===== config.mk =====
export PLATFORM = sky130hd
export DESIGN_NAME = ledr_arbiter_flat
export DESIGN_NICKNAME = d
export VERILOG_FILES = /design/src/rtl/ledr_arbiter_if.sv /design/src/rtl/ledr_arbiter.sv /design/src/flat_wrapper.sv
export SDC_FILE = /design/constraint.sdc
export NUM_CORES = 1
export LEC_CHECK = 0
export BUFFER_PORTS_ARGS = -buffer_cell sky130_fd_sc_hd__buf_4
export CORE_MARGIN = 2
export CORE_UTILIZATION = 50
export DETAILED_ROUTE_END_ITERATION = 12
export GPL_ROUTABILITY_DRIVEN = 0
export PLACE_DENSITY = 0.9
export REMOVE_ABC_BUFFERS = 1
export SLEW_MARGIN = 10
export SYNTH_ARGS = -nofsm -noshare
export SYNTH_HDL_FRONTEND = slang
export SYNTH_SLANG_ARGS = --single-unit

===== constraint.sdc =====
create_clock -name clk -period 3.76 [get_ports clk]
set_input_delay 0.376 -clock clk [delete_from_list [all_inputs] [get_ports clk]]
set_output_delay 0.376 -clock clk [all_outputs]
set_load 0.005 [all_outputs]

===== src/rtl/ledr_arbiter_if.sv =====
// Handshake bundle between the four LED requesters and the LED bank arbiter.
// The master side holds requests and patterns; the slave side is the arbiter.
interface ledr_arbiter_if;
  logic [3:0]  req;
  logic [15:0] data0;
  logic [15:0] data1;
  logic [15:0] data2;
  logic [15:0] data3;
  logic [3:0]  gnt;
  logic [1:0]  owner;
  logic        busy;
  logic [15:0] ledr;

  modport master (
    output req, data0, data1, data2, data3,
    input  gnt, owner, busy, ledr
  );

  modport slave (
    input  req, data0, data1, data2, data3,
    output gnt, owner, busy, ledr
  );
endinterface


===== src/rtl/ledr_arbiter.sv =====
// Round-robin LED bank arbiter with a minimum-hold timer for four requesters.
// Define LEDR_ARBITER_MANUAL_EN to add a man_en/man_sel override that freezes arbitration.
module ledr_arbiter #(
  parameter int          HOLD_CYCLES  = 8,
  parameter int          CNT_W        = 4,
  parameter logic [15:0] IDLE_PATTERN = 16'h0000
) (
  input  logic       clk,
  input  logic       rst,
`ifdef LEDR_ARBITER_MANUAL_EN
  input  logic       man_en,
  input  logic [1:0] man_sel,
`endif
  ledr_arbiter_if.slave bus
);

  typedef enum logic {IDLE, GRANT} state_t;

  localparam logic [CNT_W-1:0] HOLD_LAST = CNT_W'(HOLD_CYCLES - 1);

  state_t           state;
  logic [CNT_W-1:0] cnt;
  logic [1:0]       ptr;
  logic [3:0]       gnt_q;
  logic [1:0]       owner_q;
  logic             busy_q;
  logic [15:0]      ledr_q;

  // First set bit of r scanning start, start+1, ... modulo 4.
  function automatic logic [1:0] rr_pick(input logic [3:0] r, input logic [1:0] start);
    logic [1:0] idx;
    logic       found;
    rr_pick = start;
    found   = 1'b0;
    for (int i = 0; i < 4; i++) begin
      idx = start + 2'(i);
      if (r[idx] && !found) begin
        rr_pick = idx;
        found   = 1'b1;
      end
    end
  endfunction

  function automatic logic [15:0] data_of(input logic [1:0] sel, input logic [15:0] d0,
                                          input logic [15:0] d1, input logic [15:0] d2,
                                          input logic [15:0] d3);
    case (sel)
      2'd0:    data_of = d0;
      2'd1:    data_of = d1;
      2'd2:    data_of = d2;
      default: data_of = d3;
    endcase
  endfunction

  logic [3:0]  others;
  logic [1:0]  idle_win;
  logic [1:0]  next_win;
  logic [1:0]  owner_next;
  logic        owner_req;
  logic [15:0] owner_data;

  assign others     = bus.req & ~gnt_q;
  assign owner_next = owner_q + 2'd1;
  assign idle_win   = rr_pick(bus.req, ptr);
  assign next_win   = rr_pick(others, owner_next);
  assign owner_req  = bus.req[owner_q];
  assign owner_data = data_of(owner_q, bus.data0, bus.data1, bus.data2, bus.data3);

  // NOTE: every register here uses <= so all state updates see the same pre-edge values.
  always_ff @(posedge clk) begin
    if (rst) begin
      state   <= IDLE;
      cnt     <= '0;
      ptr     <= 2'd0;
      gnt_q   <= 4'b0000;
      owner_q <= 2'd0;
      busy_q  <= 1'b0;
      ledr_q  <= IDLE_PATTERN;
    end
`ifdef LEDR_ARBITER_MANUAL_EN
    else if (man_en) begin
      ledr_q <= data_of(man_sel, bus.data0, bus.data1, bus.data2, bus.data3);
    end
`endif
    else begin
      case (state)
        IDLE: begin
          if (|bus.req) begin
            state   <= GRANT;
            gnt_q   <= 4'b0001 << idle_win;
            owner_q <= idle_win;
            busy_q  <= 1'b1;
            cnt     <= '0;
          end
        end
        GRANT: begin
          ledr_q <= owner_data;
          if (!owner_req || (cnt == HOLD_LAST && |others)) begin
            ptr <= owner_next;
            cnt <= '0;
            if (|others) begin
              gnt_q   <= 4'b0001 << next_win;
              owner_q <= next_win;
            end else begin
              // Only reachable on release: the bank goes dark at the same edge.
              state  <= IDLE;
              gnt_q  <= 4'b0000;
              busy_q <= 1'b0;
              ledr_q <= IDLE_PATTERN;
            end
          end else if (cnt != HOLD_LAST) begin
            cnt <= cnt + CNT_W'(1);
          end
        end
        default: state <= IDLE;
      endcase
    end
  end

  assign bus.gnt   = gnt_q;
  assign bus.owner = owner_q;
  assign bus.busy  = busy_q;
  assign bus.ledr  = ledr_q;

endmodule


===== src/flat_wrapper.sv =====
// flat-port wrapper written by rule: the top's interface ports become plain ports
module ledr_arbiter_flat 
#(
  parameter int          HOLD_CYCLES  = 8,
  parameter int          CNT_W        = 4,
  parameter logic [15:0] IDLE_PATTERN = 16'h0000
)
  (clk, rst, bus_req, bus_data0, bus_data1, bus_data2, bus_data3, bus_gnt, bus_owner, bus_busy, bus_ledr);
  ledr_arbiter_if bus_i ();
  input  logic clk;
  input  logic rst;
  input wire logic [$bits(bus_i.req)-1:0] bus_req;
  input wire logic [$bits(bus_i.data0)-1:0] bus_data0;
  input wire logic [$bits(bus_i.data1)-1:0] bus_data1;
  input wire logic [$bits(bus_i.data2)-1:0] bus_data2;
  input wire logic [$bits(bus_i.data3)-1:0] bus_data3;
  output wire logic [$bits(bus_i.gnt)-1:0] bus_gnt;
  output wire logic [$bits(bus_i.owner)-1:0] bus_owner;
  output wire logic [$bits(bus_i.busy)-1:0] bus_busy;
  output wire logic [$bits(bus_i.ledr)-1:0] bus_ledr;
  assign bus_i.req = bus_req;
  assign bus_i.data0 = bus_data0;
  assign bus_i.data1 = bus_data1;
  assign bus_i.data2 = bus_data2;
  assign bus_i.data3 = bus_data3;
  assign bus_gnt = bus_i.gnt;
  assign bus_owner = bus_i.owner;
  assign bus_busy = bus_i.busy;
  assign bus_ledr = bus_i.ledr;
  ledr_arbiter #(.HOLD_CYCLES(HOLD_CYCLES), .CNT_W(CNT_W), .IDLE_PATTERN(IDLE_PATTERN)) u_core (.clk(clk), .rst(rst), .bus(bus_i));
endmodule

==> results of run 1 <==
state kept, by name (all words and copies together) (netlist names):
register	flops
u_core.bus.busy	1
u_core.bus.gnt	4
u_core.bus.ledr	16
u_core.bus.owner	2
u_core.cnt	4
u_core.ptr	2
u_core.state	1
worst min-delay path, stage by stage:
cell	delay, ns
buf_4	0.08
nand2_1	0.04
o21ai_0	0.06
a22oi_1	0.06
nor2_1	0.07
area by class of cell:
cell class	instances	area, um2	share of cell area (%)
clock buffer	6	82.6	3.00
multi-input combinational	184	1240	45.1
clock inverter	2	60.1	2.18
timing repair buffer	92	691	25.1
inverter	4	15.0	0.546
sequential	30	601	21.8
tap	48	60.1	2.18
power breakdown:
group,switching [uW],internal [uW]
Combinational,263,250
Clock,123,282
Sequential,46.7,367
cells in the final DEF (no fill, tap or decap), types with 5 or more instances in the layout:
cell / instances
a211oi_1: 5
a21oi_1: 6
a222oi_1: 16
a22oi_1: 16
buf_4: 92
clkbuf_8: 6
dfxtp_1: 30
ha_1: 5
nand2_1: 25
nor2_1: 25
nor2b_1: 5
o21ai_0: 22
per-stage QoR:
step / setup WS, ns / utilization [%] / power [uW] / area, um2 / hold WS, ns
floorplan: 1.74 / - / 717 / 1860 / 0.438
global placement: 1.55 / 70.1 / 909 / 2610 / 0.475
detailed placement: 1.40 / 70.1 / 922 / 2610 / 0.475
CTS: 1.36 / 74.0 / 1330 / 2750 / 0.432
global route: 1.08 / 74.0 / 1410 / 2750 / 0.480
finish: 1.29 / 74.0 / 1330 / 2750 / 0.431
layer usage:
metal  up-vias  GRT usage [%]
met2        88           50.1
met5         -              0
met4         0           12.8
met3        16           5.45
li1       1074              -
met1      1040           32.9
cells by family (layout without fill, tap and decap cells):
| kind of cell | Yosys count | in the layout | share of synthesized area, % |
|---|---|---|---|
| AOI/OAI and AO/OA | 93 | 93 | 36.8 |
| xor gates and xnor gates | 3 | 3 | 1.35 |
| adders and majority gates | 5 | 5 | 3.21 |
| buffers and inverters | 24 | 104 | 5.58 |
| DFF | 30 | 30 | 30.8 |
| muxes | 4 | 4 | 2.70 |
| and+or+nand+nor | 79 | 79 | 19.5 |
Yosys cell counts, types with 2 or more instances:
cell and n:
dfxtp_1 30, nand2_1 25, nor2_1 25, o21ai_0 22, a222oi_1 16, a22oi_1 16, clkbuf_1 15, a21oi_1 6
a211oi_1 5, ha_1 5, nor2b_1 5, inv_1 4, nand2b_1 4, o21a_1 4, a311oi_1 3, buf_2 3
mux2i_1 3, nand3b_1 3, nand4_1 3, nor3_1 3, a221oi_1 2, buf_6 2, o211ai_1 2, o22ai_1 2
or2b_1 2, xor2_1 2
worst paths after layout:
kind | endpoint | slack (ns) | cells past startpoint
worst max-delay path | u_core.bus.gnt[3] | 1.29 | 6
worst min-delay path | u_core.bus.ledr[11] | 0.43 | 5
worst max register to register | u_core.bus.gnt[3] | 1.29 | 6
worst min register to register | u_core.bus.busy | 0.48 | 2
==> flow_metrics.tcl, run 1 <==
set metrics [dict create \
    die_area_mm2 0.00441 \
    ios 93 \
    antennaDiodeCount 0 \
    core_mm2 0.00372 \
    dp_hpwl_mm 4.13 \
    status "finished clean" \
    wirelength_mm 5.80 \
    r2r_start "u_core.bus.owner[0]" \
    max_stage_delay_ns 0.64 \
    crit_chain "inv_1 -> ha_1 -> a221o_1 -> a21oi_1 -> nand3_1 -> a311oi_1" \
    synthesis.area_mm2 0.00195 \
    min_period_over_period_pct 65.7 \
    post-place-cells 358 \
    drc 0 \
    synth_seq_area_share_pct 30.8 \
    syn_area_per_cell_um2 8.19 \
    drtIter0Drc 286 \
    wl_met1_mm 2.36 \
    required_ns 3.95 \
    antenna_found_initial 0 \
    crit_family "compound AO/OA/AOI/OAI gates" \
    p_leak_uw 0.00117 \
    stdcell_count 366 \
    hold_start "bus_data3[11]" \
    clk_latency_ns 0.28 \
    tightest_slew_ns 0.936 \
    dr_wl_met2_mm 2.92 \
    async_flop_share_pct 0 \
    endpoint_kind "register" \
    p_per_area_mw_per_mm2 485 \
    timing.final.max_slew_violations 0 \
    ant_nets 0 \
    setup_tns_ns 0 \
    htreeDepth 2 \
    cts_hold_buf 0 \
    cts-buffers-inserted 5 \
    max-vdd-ir-drop_mv 0.245 \
    clk_pin_slew_worst_paths_ns 0.06 \
    crit_buf_inv 1 \
    cp_slowest_cell "dfxtp_1" \
    cts_tree "done" \
    drive_gt1_share_pct 34.0 \
    fin_nets 392 \
    fmaxAchievable_mhz 405 \
    grt_overflow_total 0 \
    worstSetupPathType "register to register" \
    die_w_um 66.4 \
    synth.area.top_cells "dfxtp_1, a222oi_1, a22oi_1" \
    hp-class "primary input to register" \
    rows 22 \
    grt_pass1_wl_mm 9.67 \
    skew_ns 0.00510 \
    cp-startpoint "u_core.bus.owner[0]" \
    routed-wl-met3_um 366 \
    synth_edf_count 0 \
    route.top_layer_used "met4" \
    grt_max_degree 33 \
    start_kind "register" \
    synth_cell_type_count 52 \
    critPathArrivalTime_ns 2.66 \
    cts-resized-gates 0 \
    maxSlewHeadroom_pct 37.6 \
    yosysWarnings 0 \
    io_buffers 92 \
    clockBufferDepth 2 \
    yosysTopAreaCellShare_pct 30.8 \
    finalHoldViolations 0 \
    cts.sinks 30 \
    synth-seq-cells 30 \
    flow.area_growth_from_synthesis_pct 41.0 \
    fillers 270 \
    synth-main-ff-cell "dfxtp_1" \
    setup_viol 0 \
    grt_pass1_vias 2131 \
    rsz0062_at_grt "false" \
    clockRootBuffer "clkbuf_8" \
    grt_usage_pct 28.4 \
    crit_fanout 14 \
    vias_per_cell 6.06 \
    syn-instance-count 238 \
    cap_violations 0 \
    layout_min_cycle_time_ns 2.47 \
    post_cts_buffers 0 \
    firstDrtPassIters 7 \
    start_util_pct 52.5 \
    wl_per_cell_um 15.8 \
    fp.dieH_um 66.4 \
    num_vias 2218 \
    synth_largest_area_cell "dfxtp_1" \
]
Note: power is estimated with default switching activity, not from simulation.
==> inputs of run 2 (changes only) <==
CORE_UTILIZATION = 46   (was 50)
PLACE_DENSITY = 0.85   (was 0.9)
clock period = 2.5 ns   (was 3.76 ns; I/O delays follow)
==> flow_metrics.tcl, run 2 (synthesis gave the netlist of run 1 again) <==
set metrics [dict create \
    clk_latency_ns 0.28 \
    dp_hpwl_mm 4.25 \
    p_leak_uw 0.00117 \
    die_w_um 69.1 \
    crit_chain "inv_1 -> ha_1 -> a221o_1 -> a21oi_1 -> a211oi_1 -> a211oi_1" \
    antenna_found_initial 0 \
    largest_reg_flops 16 \
    cap_violations 0 \
    crit_buf_inv 1 \
    clockBufferDepth 2 \
    p_per_area_mw_per_mm2 682 \
    post_cts_buffers 0 \
    cp_slowest_cell "dfxtp_2" \
    clockRootBuffer "clkbuf_8" \
    drive_gt1_share_pct 34.5 \
    grt_max_degree 33 \
    fmaxAchievable_mhz 462 \
    grt_pass1_wl_mm 9.57 \
    post-place-cells 364 \
    firstDrtPassIters 7 \
    status "finished clean" \
    finalHoldViolations 0 \
    dpl_cell_area_mm2 0.00264 \
    min_period_over_period_pct 86.6 \
    required_ns 2.67 \
    cts-buffers-inserted 5 \
    die_area_mm2 0.00477 \
    timing.final.max_slew_violations 0 \
    grt_overflow_total 0 \
    power_uw 1870 \
    htreeDepth 2 \
    worstSetupPathType "register to register" \
    post-route-util_pct 68.2 \
    endpoint_kind "register" \
    antennaDiodeCount 0 \
    max_stage_delay_ns 0.43 \
    ios 93 \
    cts-resized-gates 0 \
    start_util_pct 48.4 \
    setup_tns_ns 0 \
    flow.area_growth_from_synthesis_pct 40.9 \
    setup_viol 0 \
    max-vdd-ir-drop_mv 0.307 \
    grt_usage_pct 24.2 \
    final_common_cell "buf_4" \
    io_buffers 92 \
    layout_min_cycle_time_ns 2.16 \
    critPathArrivalTime_ns 2.33 \
    ant_nets 0 \
    core_mm2 0.00403 \
    cts_hold_buf 0 \
    skew_ns 0.00337 \
    grt_pass1_vias 2067 \
    num_vias 2204 \
    start_kind "register" \
    tightest_slew_ns 0.684 \
    fin_nets 396 \
    drtIter0Drc 239 \
    wirelength_mm 5.67 \
    rows 23 \
    drc 0 \
    maxSlewHeadroom_pct 54.3 \
    cts.sinks 30 \
    wl_per_cell_um 15.2 \
    mostFrequentLayoutCells "buf_4, dfxtp_1, nand2_1, nor2_1, o21ai_0" \
    hp-class "primary input to register" \
    rsz0062_at_grt "false" \
    vias_per_cell 5.92 \
    fp.dieH_um 69.1 \
    cts_tree "done" \
    final_area_mm2 0.00275 \
    clk_pin_slew_worst_paths_ns 0.06 \
    crit_top_cell "a211oi_1" \
    crit_fanout 9 \
    crit_family "compound AO/OA/AOI/OAI gates" \
    stdcell_count 372 \
]
[run 2: cell type report]
class,count,area (um2)
clock buffer,7,76.3
clock inverter,1,30.0
fill,341,1280
inverter,4,15.0
multi-input combinational,184,1240
sequential,30,602
tap,50,62.6
timing repair buffer,96,721
[run 2: final timing paths]
kind         cells after the start                 from  slack (ns)                  end
max reg2reg                      6  u_core.bus.owner[0]        0.34  u_core.bus.owner[0]
max                              6  u_core.bus.owner[0]        0.34  u_core.bus.owner[0]
min                              5        bus_data3[10]        0.31  u_core.bus.ledr[10]
min reg2reg                      2      u_core.bus.busy        0.49      u_core.bus.busy
[run 2: through the flow]
step / worst slack, ns / hold WS [ns]
after floorplan: 0.483 / 0.312
after global placement: 0.435 / 0.469
after detailed placement: 0.322 / 0.487
after CTS: 0.242 / 0.306
after global routing: 0.135 / 0.338
final: 0.335 / 0.309
[run 2: metal layers]
layer / vias to the layer above / global-route usage [%] / wire length (um)
met4: 0 / 12.2 / 164
li1: 1079 / - / -
met3: 15 / 3.65 / 489
met1: 992 / 31.4 / 2320
met5: - / 0 / 0
met2: 118 / 39.0 / 2700
[run 2: where the power goes]
part	total [uW]	switching (uW)	internal (uW)
logic	777	392	385
clock network	474	176	298
registers	623	69.5	554
[run 2: worst register-to-register path, cell delays in order (launching register included)]
cell and delay (ns):
dfxtp_2 0.43, inv_1 0.13, ha_1 0.42, a221o_1 0.29
a21oi_1 0.35, a211oi_1 0.14, a211oi_1 0.30
